==> src/rtl/layer_1_minimal.sv <==
// Cortical layer-1 apical-gain modulator: SST+/VIP+ leaky integrators feeding a clamped Q4.14 apical gain.
// Optional feature macro: L1_L6_DIRECT_EN (adds 0.25 * l6_direct_input into the gain).
module layer_1_minimal #(
  parameter int WIDTH     = 18,
  parameter int FRAC      = 14,
  parameter int ALPHA_SST = 164,
  parameter int ALPHA_VIP = 82
) (
  input  logic                    clk,
  input  logic                    rst,
  input  logic                    clk_en,
  input  logic signed [WIDTH-1:0] matrix_thalamic_input,
  input  logic signed [WIDTH-1:0] feedback_input_1,
  input  logic signed [WIDTH-1:0] feedback_input_2,
  input  logic signed [WIDTH-1:0] attention_input,
  input  logic signed [WIDTH-1:0] l6_direct_input,
  output logic signed [WIDTH-1:0] apical_gain,
  output logic signed [WIDTH-1:0] sst_activity_out,
  output logic signed [WIDTH-1:0] vip_activity_out,
  output logic signed [WIDTH-1:0] sst_effective_out
);

  localparam int PW = 2 * WIDTH;

  localparam logic signed [PW-1:0] MAX_V = PW'({1'b0, {(WIDTH-1){1'b1}}});
  localparam logic signed [PW-1:0] MIN_V = -MAX_V - PW'(1);

  localparam logic signed [WIDTH-1:0] C_FB1     = WIDTH'(4915);
  localparam logic signed [WIDTH-1:0] C_FB2     = WIDTH'(3277);
  localparam logic signed [WIDTH-1:0] C_MTX     = WIDTH'(3277);
  localparam logic signed [WIDTH-1:0] C_HALF    = WIDTH'(8192);
  localparam logic signed [WIDTH-1:0] C_QTR     = WIDTH'(4096);
  localparam logic signed [WIDTH-1:0] A_SST     = WIDTH'(ALPHA_SST);
  localparam logic signed [WIDTH-1:0] A_VIP     = WIDTH'(ALPHA_VIP);
  localparam logic signed [WIDTH-1:0] GAIN_ONE  = WIDTH'(16384);
  localparam logic signed [PW-1:0]    GAIN_LO   = PW'(4096);
  localparam logic signed [PW-1:0]    GAIN_HI   = PW'(32768);

  function automatic logic signed [WIDTH-1:0] sat(input logic signed [PW-1:0] v);
    logic signed [WIDTH-1:0] r;
    if (v > MAX_V) begin
      r = MAX_V[WIDTH-1:0];
    end else if (v < MIN_V) begin
      r = MIN_V[WIDTH-1:0];
    end else begin
      r = v[WIDTH-1:0];
    end
    return r;
  endfunction

  // Q14 multiply: full-width product, arithmetic shift (floor) back to Q14.
  function automatic logic signed [PW-1:0] qmul(input logic signed [WIDTH-1:0] a,
                                                input logic signed [WIDTH-1:0] b);
    logic signed [PW-1:0] p;
    p = PW'(a) * PW'(b);
    return p >>> FRAC;
  endfunction

  logic signed [WIDTH-1:0] sst_q, sst_d;
  logic signed [WIDTH-1:0] vip_q, vip_d;
  logic signed [WIDTH-1:0] eff_q, eff_d;
  logic signed [WIDTH-1:0] gain_q, gain_d;

  logic signed [WIDTH-1:0] sst_target_s, vip_target_s, att_pos_s;
  logic signed [WIDTH-1:0] sst_err_s, vip_err_s, diff_s;
  logic signed [PW-1:0]    l6_term_s, gain_sum_s;

`ifndef L1_L6_DIRECT_EN
  logic l6_unused_s;
  assign l6_unused_s = ^l6_direct_input;
`endif

  // Targets, integrator steps and gain from the pre-update state.
  always_comb begin
    att_pos_s    = attention_input[WIDTH-1] ? '0 : attention_input;
    sst_target_s = sat(qmul(feedback_input_1, C_FB1) + qmul(feedback_input_2, C_FB2)
                        + qmul(matrix_thalamic_input, C_MTX));
    vip_target_s = sat(qmul(att_pos_s, C_HALF));

    sst_err_s = sat(PW'(sst_target_s) - PW'(sst_q));
    vip_err_s = sat(PW'(vip_target_s) - PW'(vip_q));
    sst_d     = sat(PW'(sst_q) + qmul(sst_err_s, A_SST));
    vip_d     = sat(PW'(vip_q) + qmul(vip_err_s, A_VIP));

    diff_s = sat(PW'(sst_q) - PW'(vip_q));
    if (diff_s[WIDTH-1]) begin
      eff_d = '0;
    end else begin
      eff_d = diff_s;
    end

`ifdef L1_L6_DIRECT_EN
    l6_term_s = qmul(l6_direct_input, C_QTR);
`else
    l6_term_s = '0;
`endif

    gain_sum_s = PW'(GAIN_ONE) + PW'(eff_d) + l6_term_s;
    if (gain_sum_s < GAIN_LO) begin
      gain_d = GAIN_LO[WIDTH-1:0];
    end else if (gain_sum_s > GAIN_HI) begin
      gain_d = GAIN_HI[WIDTH-1:0];
    end else begin
      gain_d = gain_sum_s[WIDTH-1:0];
    end
  end

  // State registers: reset wins over the model-step strobe.
  always_ff @(posedge clk) begin
    if (rst) begin
      sst_q  <= '0;
      vip_q  <= '0;
      eff_q  <= '0;
      gain_q <= GAIN_ONE;
    end else if (clk_en) begin
      sst_q  <= sst_d;
      vip_q  <= vip_d;
      eff_q  <= eff_d;
      gain_q <= gain_d;
    end else begin
      sst_q  <= sst_q;
      vip_q  <= vip_q;
      eff_q  <= eff_q;
      gain_q <= gain_q;
    end
  end

  assign apical_gain       = gain_q;
  assign sst_activity_out  = sst_q;
  assign vip_activity_out  = vip_q;
  assign sst_effective_out = eff_q;

endmodule

==> config.mk <==
export PLATFORM = sky130hd
export DESIGN_NAME = layer_1_minimal
export DESIGN_NICKNAME = d
export VERILOG_FILES = /design/src/rtl/layer_1_minimal.sv
export SDC_FILE = /design/constraint.sdc
export NUM_CORES = 1
export LEC_CHECK = 0
export CAP_MARGIN = 10
export CORE_MARGIN = 3
export CORE_UTILIZATION = 61
export CTS_CLUSTER_DIAMETER = 120
export DETAILED_ROUTE_END_ITERATION = 8
export DONT_BUFFER_PORTS = 1
export HOLD_SLACK_MARGIN = 0.03
export PLACE_DENSITY = 0.86
export SLEW_MARGIN = 15
export SYNTH_ARGS = -nofsm -noshare
export SYNTH_HDL_FRONTEND = slang
export SYNTH_SLANG_ARGS = --single-unit
export TNS_END_PERCENT = 20
==> constraint.sdc <==
create_clock -name clk -period 22.7 [get_ports clk]
set_clock_uncertainty 0.05 [all_clocks]
set_input_delay 1.135 -clock clk [delete_from_list [all_inputs] [get_ports clk]]
set_output_delay 1.135 -clock clk [all_outputs]
set_load 0.02 [all_outputs]
==> reports/results.txt <==
H-tree depth = 3
I/O Pins = 165
Post-DRT Antenna Nets = 0
initial antenna violation count = 5
die width = 204 um
met1 Usage GRT = 0.336
crit path to = sst_activity_out[13]
worst relative slew slack = 0.275
reg-to-reg critical path startpoint = vip_activity_out[1]
final WL = 56400 um
Post-DP HPWL = 48900 um
number of port buffers = 0
WL/cell = 17.2 um
DRC = 0
Clock Pin Slew Worst Setup and Hold Paths = 70 ps
vias in the first global route = 20100
Area Overhead vs Synth = 3.61%
Peak Freq = 53.6 MHz
Initial Util = 0.626
die area = 41500 sq um
Die Ht = 204 um
Worst Path Arrival = 18860 ps
Root Buffer = clkbuf_16
crit end category = register
Syn Std Cell Area = 23900 sq um
RePlAce Congestion = 0.946
Fin Setup TNS = 0 ps
FF-to-FF setup slack = 11670 ps
met2 Resource Use GR = 0.491
unrepaired setup endpoints after global routing = no
RR Endpoint = vip_activity_out[4]
highest-count cells in the layout ignoring fill and taps = inv_1, ha_1, fa_1, nand2_1, nor2_1
CORE AREA = 38100 sq um
pin count of the biggest net entering global routing = 48
startpoint types = primary input
CP startpoint = matrix_thalamic_input[1]
via count = 19000
nets@finish = 3634
highest cell delay on the worst timing path = 830 ps
R2R depth = 32
Iter 0 DRT Violations = 1174
first-pass GRT wire length = 94500 um
CTS sink cnt = 71
register area share after synthesis = 0.0596
slowest stage cell, crit path = o32ai_2
Synth Net Count = 3654
Yosys reg bits = 71
setup bufs post-CTS = 0
Synth cell types = 79
GR peak layer = met2
Fill cells = 3017
max-cap violations = 0
Synth area leaders = ha_1, fa_1, inv_1
routed vias/inst = 5.79
fin. max-slew vios = 0
status = complete, no violations
Max clock buf depth = 2
Top FF cell, synth = dfxtp_1
yosys warns = 0
commonest non-fill, non-tap cell in the layout = inv_1
layout cell share with drive strength beyond 1 = 0.0253
min Tclk post-route = 18670 ps
syn_area_per_cell = 8.58 sq um
min-delay worst type = register to register
CTS tree = done
asr flop ratio synth = 0
Req. time, crit path = 22890 ps
cts hold-fix bufs = 0
Tot GR Track Use = 0.274
Max FO, Critical Path = 18
Clock Latency Late Sink = 360 ps
Post-synth EDFFs = 0
Final Hold Viols = 0
cell taking the most area after synthesis = ha_1
# rows = 71
total clock buffers created by CTS = 9
number of setup violations in the final report = 0
Syn Inst Count = 2782
Worst-Margin Slew = 1090 ps
Yosys top cell area share = 0.257
global route overflow = 0
Setup Crit Path Kind = primary input to register
Pre-antenna DRT Iters = 5
Tcrit/Tclk final = 0.822
PostCTS Resize Cnt = 0
met3 usage in global routing = 0.0412
## state kept, by name (all words and copies together), names as in the netlist
name               count
sst_activity_out      18
vip_activity_out      18
apical_gain           18
sst_effective_out     17
## per-layer routing
| layer | share of wire | wire, um |
|---|---|---|
| met5 | 0.00016 | 9 |
| met4 | 0.035 | 1990 |
| met3 | 0.054 | 3070 |
| met2 | 0.49 | 27700 |
| met1 | 0.42 | 23600 |
## stage by stage
stage / utilization / area [sq um] / setup WS [ps] / hold slack [ps] / cells
final: 0.649 / 24700 / 4030 / 501 / 3283
after global routing: 0.649 / 24700 / 2430 / 521 / 3280
after CTS: 0.648 / 24700 / 4150 / 503 / 3278
after detailed placement: 0.640 / 24400 / 3820 / 490 / 3262
after global placement: 0.640 / 24400 / 4510 / 484 / 3262
after floorplan: - / 23900 / 5390 / 471 / 2782
## worst min path at each step
| stage | cells past startpoint | slack [ps] | end | start |
|---|---|---|---|---|
| 6_report | 2 | 500 | sst_effective_out[6] | sst_effective_out[6] |
| 5_1_grt | 2 | 520 | sst_effective_out[1] | sst_effective_out[1] |
| 4_1_cts | 2 | 500 | sst_effective_out[2] | sst_effective_out[2] |
| 3_5_place_dp | 2 | 490 | sst_effective_out[6] | sst_effective_out[6] |
| 3_3_place_gp | 2 | 480 | sst_effective_out[5] | sst_effective_out[5] |
| 2_1_floorplan | 2 | 470 | sst_effective_out[0] | sst_effective_out[0] |
## logic make-up (layout without fill, tap and decap cells)
logic type | count (synthesis) | count (layout) | share of synthesized area
flip-flops | 71 | 71 | 0.0596
multiplexers | 21 | 21 | 0.00907
adder cells (fa/ha/maj) | 797 | 797 | 0.507
XOR/XNOR | 179 | 179 | 0.0657
buffers and inverters | 665 | 650 | 0.105
AO/OA/AOI/OAI | 537 | 537 | 0.151
other | 1 | 6 | 0.000157
AND/OR/NAND/NOR | 511 | 511 | 0.103
## final cells by class
class | instances | area, sq um | share of cell area
Inverter | 633 | 2380 | 0.0961
Antenna cell | 5 | 12.5 | 0.000506
Timing Repair Buffer | 1 | 7.51 | 0.000304
Multi-Input combinational cell | 2046 | 19900 | 0.806
Clock buffer | 9 | 225 | 0.00911
Clock inverter | 7 | 105 | 0.00425
Sequential cell | 71 | 1420 | 0.0575
Tap cell | 511 | 639 | 0.0259
## synth_stat cells (10+ instances only)
cell	number
nand3_1	34
a211oi_1	31
a21o_1	76
nand2b_1	38
clkbuf_1	28
nor2b_1	40
or2_2	16
nor3_1	35
nor2_1	130
dfxtp_1	71
and3_1	19
maj3_1	18
o21ai_0	116
o21bai_1	18
nand4_1	13
o21a_1	28
xor2_1	75
ha_1	491
xnor2_1	104
and2_1	10
nand2_1	147
a21oi_1	126
inv_1	633
a31oi_1	16
fa_1	288
mux2i_1	16
o21ai_2	10
a22o_1	13
or3_1	10
## critical path: cells and delay by family
kind | cells | cell delay (ps)
compound gates | 32 | 7600
fa+ha+maj | 16 | 6240
simple gates | 12 | 1910
xor+xnor | 3 | 1320
buf+inv | 8 | 680
Power is left out: the tool's default activity adds up to more than one toggle a clock period on the data nets, which glitch-free logic cannot reach.
